`src/rtl/mux_arb_4rr.sv`:
```
// Round-robin arbiter for a shared 4:1 one-bit select path.
// Grants are capped in tenure while others wait, with a dead TURN cycle between owners.
module mux_arb_4rr #(
  parameter int MAX_HOLD = 8,
  parameter int HOLD_W   = 4
) (
  input  logic       clk,
  input  logic       rst,
  input  logic [3:0] req,
  output logic [3:0] gnt,
  output logic       sel1,
  output logic       sel0,
  output logic       busy,
  output logic       preempt
);

  typedef enum logic [1:0] {IDLE, GRANT, TURN} state_t;

  state_t              state, state_n;
  logic [1:0]          sel_q, sel_n;
  logic [1:0]          last_q, last_n;
  logic [HOLD_W-1:0]   cnt_q, cnt_n;
  logic [3:0]          gnt_n;
  logic                pre_n;
  logic [1:0]          win;
  logic                timeout;

  // Scan from last+1 cyclically; descending loop so the earliest hit overwrites.
  function automatic logic [1:0] rr_pick(input logic [1:0] last, input logic [3:0] r);
    logic [1:0] idx;
    rr_pick = last + 2'd1;
    for (int i = 3; i >= 0; i--) begin
      idx = last + 2'(i + 1);
      if (r[idx]) rr_pick = idx;
    end
  endfunction

  assign win     = rr_pick(last_q, req);
  assign timeout = (MAX_HOLD != 0) && (cnt_q == HOLD_W'(MAX_HOLD - 1)) && |(req & ~gnt);

  always_comb begin
    state_n = state;
    sel_n   = sel_q;
    last_n  = last_q;
    cnt_n   = cnt_q;
    gnt_n   = gnt;
    pre_n   = 1'b0;
    case (state)
      IDLE, TURN: begin
        gnt_n   = 4'b0000;
        state_n = IDLE;
        if (|req) begin
          state_n = GRANT;
          gnt_n   = 4'b0001 << win;
          sel_n   = win;
          cnt_n   = '0;
        end
      end
      GRANT: begin
        cnt_n = (cnt_q == '1) ? cnt_q : cnt_q + 1'b1;
        // Release wins over timeout, so preempt only fires on a live owner.
        if (!req[sel_q]) begin
          gnt_n   = 4'b0000;
          last_n  = sel_q;
          state_n = TURN;
        end else if (timeout) begin
          gnt_n   = 4'b0000;
          last_n  = sel_q;
          pre_n   = 1'b1;
          state_n = TURN;
        end
      end
      default: state_n = IDLE;
    endcase
  end

  always_ff @(posedge clk) begin
    if (rst) begin
      state   <= IDLE;
      sel_q   <= 2'd0;
      last_q  <= 2'd3;
      cnt_q   <= '0;
      gnt     <= 4'b0000;
      preempt <= 1'b0;
      busy    <= 1'b0;
    end else begin
      state   <= state_n;
      sel_q   <= sel_n;
      last_q  <= last_n;
      cnt_q   <= cnt_n;
      gnt     <= gnt_n;
      preempt <= pre_n;
      busy    <= (state_n != IDLE);
    end
  end

  assign sel1 = sel_q[1];
  assign sel0 = sel_q[0];

endmodule
```
`config.mk`:
```
export PLATFORM = sky130hd
export DESIGN_NAME = mux_arb_4rr
export DESIGN_NICKNAME = d
export VERILOG_FILES = /design/src/rtl/mux_arb_4rr.sv
export SDC_FILE = /design/constraint.sdc
export NUM_CORES = 1
export LEC_CHECK = 0
export CORE_UTILIZATION = 54
export CTS_CLUSTER_DIAMETER = 50
export DETAILED_ROUTE_END_ITERATION = 6
export PLACE_DENSITY = 0.81
export SYNTH_ARGS = -nofsm -noshare
export SYNTH_HDL_FRONTEND = slang
export SYNTH_SLANG_ARGS = --single-unit
```
`constraint.sdc`:
```
create_clock -name clk -period 2.2 [get_ports clk]
set_input_delay 0.33 -clock clk [delete_from_list [all_inputs] [get_ports clk]]
set_output_delay 0.33 -clock clk [all_outputs]
set_load 0.02 [all_outputs]
```
==> metrics.csv, run 1 <==
stage;metric;value;unit
sta;worst_pin_slew;0.537;ns
routing;routed-wl-met3;101;um
floorplanning;start_util;60.7;%
synth;async_flop_share;0;%
global_route;globalRouteOverflowTotal;0;
setup_path;rr_startpoint;cnt_q[0];
global_route;grt_max_degree;13;
sta;finalCriticalPeriod;1.74;ns
routing;route.detailed.vias_per_inst;6.01;
setup_path;critical_path.cell_chain;clkdlybuf4s50_1 -> buf_4 -> mux2i_1 -> mux2i_1 -> a21oi_2 -> mux2i_1;
routing;drt_drc_violations_left;0;
cts;clock_tree.root_cell;sky130_fd_sc_hd__clkbuf_4;
synth;synth-main-ff-cell;sky130_fd_sc_hd__dfxtp_1;
min_path;min-delay-start;gnt[2];
floorplanning;io_pins;14;
setup_path;timing_worst_setup_path_type;in -> reg;
setup_path;maximum_cell_stage_delay_along_the_critical_path;0.49;ns
placed_design;detail_placement_hpwl;1420;um
cts;htree_levels;1;
floorplanning;die_height;41.2;um
setup_path;regToRegSetupSlack;0.65;ns
sta;finalMaxSlewViolations;0;
routing;postRouteAntennaNets;0;
setup_path;worst_ep_arrival_time;1.97;ns
run_status;run_status;finished, final reports clean;
routing;top_layer;met4;
power;irDropWorstVdd;0.497;mV
cts;cts-hold-fix-buffers;0;
cts;insertion_delay_to_the_later_sink_of_the_worst_skew_pair;0.29;ns
layout;antenna_cells_inserted;0;
synth;syn-num-nets;103;
sta;final.setup.tns;0;ns
sta;rsz0062_at_grt;false;
layout;multiInputGateArea;487;um2
floorplanning;die-width;41.2;um
routing;via_count;787;
cts;cts_resized;0;
routing;detail_route.first_pass.iterations;4;
synth;synthTopCellsByArea;sky130_fd_sc_hd__dfxtp_1 39%, sky130_fd_sc_hd__mux2i_1 4.8%, sky130_fd_sc_hd__nand2_1 4.5%, sky130_fd_sc_hd__nor2b_1 4.5%, sky130_fd_sc_hd__a21oi_1 4.2%;
sta;worst_slew_margin_rel;64.0;%
cts;cts_tree;built;
sta;finalSetupViolations;0;
setup_path;crit_family;buffers and inverters;
setup_path;critPathLaunchType;input pin;
global_route;grt_pass1_wl;2860;um
setup_path;worst-path-max-fanout;7;
layout;fill_cells;110;
placed_design;placement.io_buffers;13;
sta;max_clock_freq;0.574;GHz
setup_path;reg2reg_end;last_q[0];
synth;ys_seq_area_share;38.6;%
floorplanning;placeableCoreArea;1370;um2
floorplanning;dieArea;1700;um2
sta;post-route-worst-setup-slack;0.458;ns
synth;yosys.area.top_type_share;38.6;%
cts;clk_path_buf_depth;2;
routing;detail_route.wirelength;1900;um
layout;final_cell_mix;16 x sky130_fd_sc_hd__dfxtp_1, 13 x sky130_fd_sc_hd__clkdlybuf4s50_1, 10 x sky130_fd_sc_hd__nand2_1;
setup_path;cp-startpoint;req[2];
routing;post_drt_wl_per_cell;14.5;um
cts;cts_inserted_buffers;3;
power;pwr_density_cell;667;nW/um2
setup_path;critPathRequiredTime;2.42;ns
global_route;antenna_violations_before_repair;0;
setup_path;r2r_cells;5;
synth;netlist_area;830;um2
power;static-leakage-power;0.000389;uW
routing;dr_iter_0_viols;10;
synth;cell_count_after_synthesis;96;
layout;area.sequential;320;um2
floorplanning;core.rowCount;13;
cts;postCtsSetupRepairBufs;0;
sta;fin_worst_skew;0.00622;ns
synth;synth-edff-count;0;
setup_path;critPathSlowestCell;sky130_fd_sc_hd__clkdlybuf4s50_1;
cts;tritoncts_num_sinks;16;
synth;synth.ff_latch_count;16;
layout;layout_commonest_cell;sky130_fd_sc_hd__dfxtp_1;
synth;post-synth-top-area-cell;sky130_fd_sc_hd__dfxtp_1;
placed_design;dp_worst_setup_slack;0.149;ns
layout;flow.area_growth_from_synthesis;25.5;%
layout;num-nets-final;124;
sta;finalHoldViolations;0;
synth;synth.distinct_cells;33;
setup_path;critical-path-top-cell-by-count;sky130_fd_sc_hd__mux2i_1;
setup_path;setup.worst_path.end_class;flip-flop;
run;maxCapViolations;0;
sta;post-route-period-util;79.2;%
layout;layout-drive-gt1-share;11.2;%
routing;detail_route.wirelength.met1;918;um
setup_path;critPathCapture;last_q[0];
setup_path;timing.critical_path.buf_inv;2;
global_route;grt_pass1_vias;646;
min_path;worst_hold_path_type;reg -> reg;
synth;syn-mean-instance-area;8.64;um2
synth;ys_warn_count;0;
setup_path;cp_num_cells;6;
placed_design;gp_congestion;0.823;
cts;clkTransAtPathRegs;0.09;ns
sta;hold_ws;0.478;ns
global_route;grtUsageTotal;27.2;%
routing;total_met2_wirelength_after_detailed_routing;837;um
area by class of cell:
cell class,count,area share [%]
sequential,16,30.8
multi-input combinational,74,46.8
timing repair buffer,17,15.4
tap,15,1.80
inverter,5,1.80
clock buffer,4,3.49
report_power, final:
part	internal [uW]	leakage [uW]	total [uW]	switching [uW]
registers	310	0.000131	333	22.9
logic	76.2	0.000237	168	91.5
clock network	101	0.0000210	193	92.2
flip-flops by register name (all words and copies together), names as in the netlist:
| signal | cells |
|---|---|
| gnt | 4 |
| sel_q | 2 |
| busy | 1 |
| preempt | 1 |
| last_q | 2 |
| state | 2 |
| cnt_q | 4 |
worst register-to-register path, delay by kind of cell, from the launching register on:
kind,cells,cell delay [ns]
compound gates,2,0.45
fa+ha+maj,1,0.20
flops,1,0.38
mux,1,0.22
simple gates,1,0.22
per-stage QoR:
stage          power (uW)  utilization (%)  std cells  instance area [um2]
3_3_place_gp          500             73.5        127                 1000
2_1_floorplan         439                -         96                  830
5_1_grt               721             76.2        131                 1040
3_5_place_dp          505             73.5        127                 1000
4_1_cts               694             76.2        131                 1040
6_report              694             76.2        131                 1040
cell families after synthesis:
| logic type | share of synthesized area (%) |
|---|---|
| simple gates | 27.0 |
| flops | 38.6 |
| xor+xnor | 2.11 |
| fa+ha+maj | 1.51 |
| mux | 4.83 |
| compound gates | 23.2 |
| buf+inv | 2.71 |
synth_stat cells (2+ instances only):
| library cell | number |
|---|---|
| sky130_fd_sc_hd__nand2_1 | 10 |
| sky130_fd_sc_hd__inv_1 | 4 |
| sky130_fd_sc_hd__nor3_1 | 2 |
| sky130_fd_sc_hd__nor2_1 | 7 |
| sky130_fd_sc_hd__a21oi_1 | 7 |
| sky130_fd_sc_hd__nand2b_1 | 3 |
| sky130_fd_sc_hd__nand4_1 | 2 |
| sky130_fd_sc_hd__o21ai_0 | 3 |
| sky130_fd_sc_hd__nand3_1 | 4 |
| sky130_fd_sc_hd__nor2b_1 | 6 |
| sky130_fd_sc_hd__mux2i_1 | 4 |
| sky130_fd_sc_hd__o22ai_1 | 5 |
| sky130_fd_sc_hd__a211o_1 | 2 |
| sky130_fd_sc_hd__or3_1 | 2 |
| sky130_fd_sc_hd__dfxtp_1 | 16 |
| sky130_fd_sc_hd__a211oi_1 | 2 |
metal layers:
metal,vias up,GRT usage [%]
met5,-,0
met4,0,12.1
met3,7,9.78
met2,25,45.3
met1,362,30.8
li1,393,-
how the worst min path moves through the flow:
| stage | to | slack (ns) | cells past startpoint |
|---|---|---|---|
| 6_report | gnt[2] | 0.48 | 2 |
| 5_1_grt | gnt[3] | 0.50 | 2 |
| 4_1_cts | gnt[2] | 0.48 | 2 |
| 3_5_place_dp | gnt[2] | 0.47 | 2 |
| 3_3_place_gp | cnt_q[1] | 0.47 | 2 |
| 2_1_floorplan | cnt_q[1] | 0.45 | 2 |
No activity file was read; power rests on OpenSTA's default activity.
==> run 2, diff against run 1 <==
CORE_UTILIZATION = 45   (was 54)
PLACE_DENSITY = 0.72   (was 0.81)
clock period = 1.42 ns   (was 2.2 ns; I/O delays follow)
==> metrics.csv, run 2 (same netlist as run 1, synthesis figures left out) <==
stage;metric;value;unit
setup_path;worst_ep_arrival_time;1.57;ns
cts;clkTransAtPathRegs;0.08;ns
floorplanning;dieArea;2020;um2
sta;final.setup.tns;0;ns
setup_path;critPathSlowestCell;sky130_fd_sc_hd__a311o_1;
global_route;antenna_violations_before_repair;0;
sta;max_clock_freq;0.735;GHz
sta;hold_ws;0.503;ns
routing;route.detailed.vias_per_inst;5.37;
run;maxCapViolations;0;
sta;rsz0062_at_grt;true;
setup_path;rr_startpoint;last_q[1];
layout;flow.area_growth_from_synthesis;45.9;%
layout;post-route-cell-area;1210;um2
routing;via_count;848;
setup_path;critical_path.cell_chain;inv_2 -> a211o_1 -> a311o_1 -> o22ai_1;
global_route;grt_pass1_vias;819;
floorplanning;die-width;44.9;um
cts;cts-hold-fix-buffers;0;
sta;worst_slew_margin_rel;73.6;%
placed_design;placement.io_buffers;13;
setup_path;critPathLaunchType;flip-flop;
setup_path;r2r_cells;4;
setup_path;timing_worst_setup_path_type;reg -> reg;
setup_path;timing.critical_path.buf_inv;1;
global_route;grt_most_used_layer;met2;
cts;clock_tree.root_cell;sky130_fd_sc_hd__clkbuf_4;
sta;fin_worst_skew;0.00496;ns
setup_path;maximum_cell_stage_delay_along_the_critical_path;0.41;ns
global_route;globalRouteOverflowTotal;0;
floorplanning;start_util;48.0;%
cts;cts_tree;built;
layout;layout_commonest_cell;sky130_fd_sc_hd__buf_4;
setup_path;regToRegSetupSlack;0.06;ns
floorplanning;placeableCoreArea;1730;um2
routing;dr_iter_0_viols;12;
run_status;run_status;finished, final reports clean;
power;report.power.total;1080;uW
routing;detail_route.wirelength;2200;um
min_path;worst_hold_path_type;reg -> reg;
global_route;grt_util_met3;5.20;%
sta;finalMaxSlewViolations;0;
power;irDropWorstVdd;0.512;mV
layout;area.sequential;328;um2
power;pwr_density_cell;894;nW/um2
global_route;grtUsageMet2;42.6;%
floorplanning;core.rowCount;15;
global_route;grt_pass1_wl;3620;um
routing;detail_route.first_pass.iterations;4;
placed_design;gp_congestion;0.856;
routing;post_drt_wl_per_cell;13.9;um
sta;worst_pin_slew;0.395;ns
placed_design;detail_placement_hpwl;1730;um
setup_path;setup.worst_path.end_class;flip-flop;
global_route;use_met1;30.2;%
cts;cts_inserted_buffers;3;
layout;top_regs;cnt_q x4, gnt x4;
cts;htree_levels;1;
layout;fill_cells;146;
routing;drt_drc_violations_left;0;
cts;tritoncts_num_sinks;16;
sta;finalHoldViolations;0;
layout;layout-drive-gt1-share;30.8;%
power;static-leakage-power;0.000532;uW
min_path;min-delay-start;gnt[2];
floorplanning;die_height;44.9;um
layout;antenna_cells_inserted;0;
cts;clk_path_buf_depth;2;
sta;finalSetupViolations;0;
floorplanning;io_pins;14;
sta;finalCriticalPeriod;1.36;ns
global_route;grtUsageTotal;25.4;%
setup_path;worst-path-max-fanout;3;
setup_path;crit_family;compound AO/OA/AOI/OAI gates;
sta;post-route-period-util;95.9;%
setup_path;critPathRequiredTime;1.63;ns
min_path;hold_depth;2;
placed_design;placed_area;1140;um2
min_path;holdPathEnd;gnt[2];
layout;final_cell_mix;22 x sky130_fd_sc_hd__buf_4, 10 x sky130_fd_sc_hd__nand2_1, 10 x sky130_fd_sc_hd__dfxtp_1, 10 x sky130_fd_sc_hd__dlygate4sd2_1;
layout;num-nets-final;142;
global_route;grt_max_degree;9;
setup_path;reg2reg_end;gnt[0];
routing;postRouteAntennaNets;0;
layout;multiInputGateArea;522;um2
cts;insertion_delay_to_the_later_sink_of_the_worst_skew_pair;0.28;ns
run 2: changes by cell type in the layout (fill, tap and decap cells not counted), moves of 2 or more:
cell	previous run	this run
sky130_fd_sc_hd__dfxtp_1	16	10
sky130_fd_sc_hd__mux2i_1	4	2
sky130_fd_sc_hd__mux2i_2	0	2
sky130_fd_sc_hd__dfxtp_2	0	6
sky130_fd_sc_hd__buf_4	4	22
sky130_fd_sc_hd__dlymetal6s2s_1	0	2
sky130_fd_sc_hd__dlygate4sd2_1	0	10
sky130_fd_sc_hd__clkdlybuf4s50_1	13	1
run 2: worst max-delay path by stage:
stage | depth (start not counted) | from | slack [ns] | endpoint
after floorplan | 4 | sel_q[0] | 0.01 | last_q[0]
after global placement | 6 | req[0] | -0.40 | gnt[0]
after detailed placement | 6 | req[0] | -0.46 | gnt[1]
after CTS | 1 | busy | 0.00007 | busy
after global routing | 5 | cnt_q[1] | -0.02 | last_q[0]
final | 4 | last_q[1] | 0.06 | gnt[0]
run 2: timing repair:
| item | CTS | global route |
|---|---|---|
| setup buffers | 0 | 1 |
| pin swaps | 2 | 5 |
| resized for setup | 14 | 12 |
| endpoints found under the setup margin | 15 | 11 |
run 2: cell type report:
| class | count | area share (%) |
|---|---|---|
| inverter | 5 | 1.55 |
| clock buffer | 3 | 1.86 |
| timing repair buffer | 35 | 23.8 |
| multi-input combinational | 74 | 43.1 |
| sequential | 16 | 27.1 |
| tap | 25 | 2.59 |
run 2: worst reg2reg max path, stage by stage (launching register included):
cell	delay, ns
sky130_fd_sc_hd__dfxtp_2	0.36
sky130_fd_sc_hd__inv_2	0.04
sky130_fd_sc_hd__a211o_1	0.28
sky130_fd_sc_hd__a311o_1	0.41
sky130_fd_sc_hd__o22ai_1	0.19
run 2: power by group:
part           internal, uW  switching, uW  total, uW
sequential              483           29.9        513
clock                  98.5            130        229
combinational           167            173        340
run 2: stage by stage:
stage / instances / utilization (%) / setup slack (ns)
after global placement: 154 / 66.3 / -0.398
after CTS: 157 / 67.8 / 0.0000682
final: 158 / 70.1 / 0.0588
after global routing: 158 / 70.1 / -0.0177
after detailed placement: 154 / 66.3 / -0.465
after floorplan: 96 / - / 0.0113
run 2: metal layers:
metal  vias up  routed length [um]
li1        425                   -
met2        14                1120
met4         0                  28
met1       405                 986
met5         -                   0
met3         4                  66
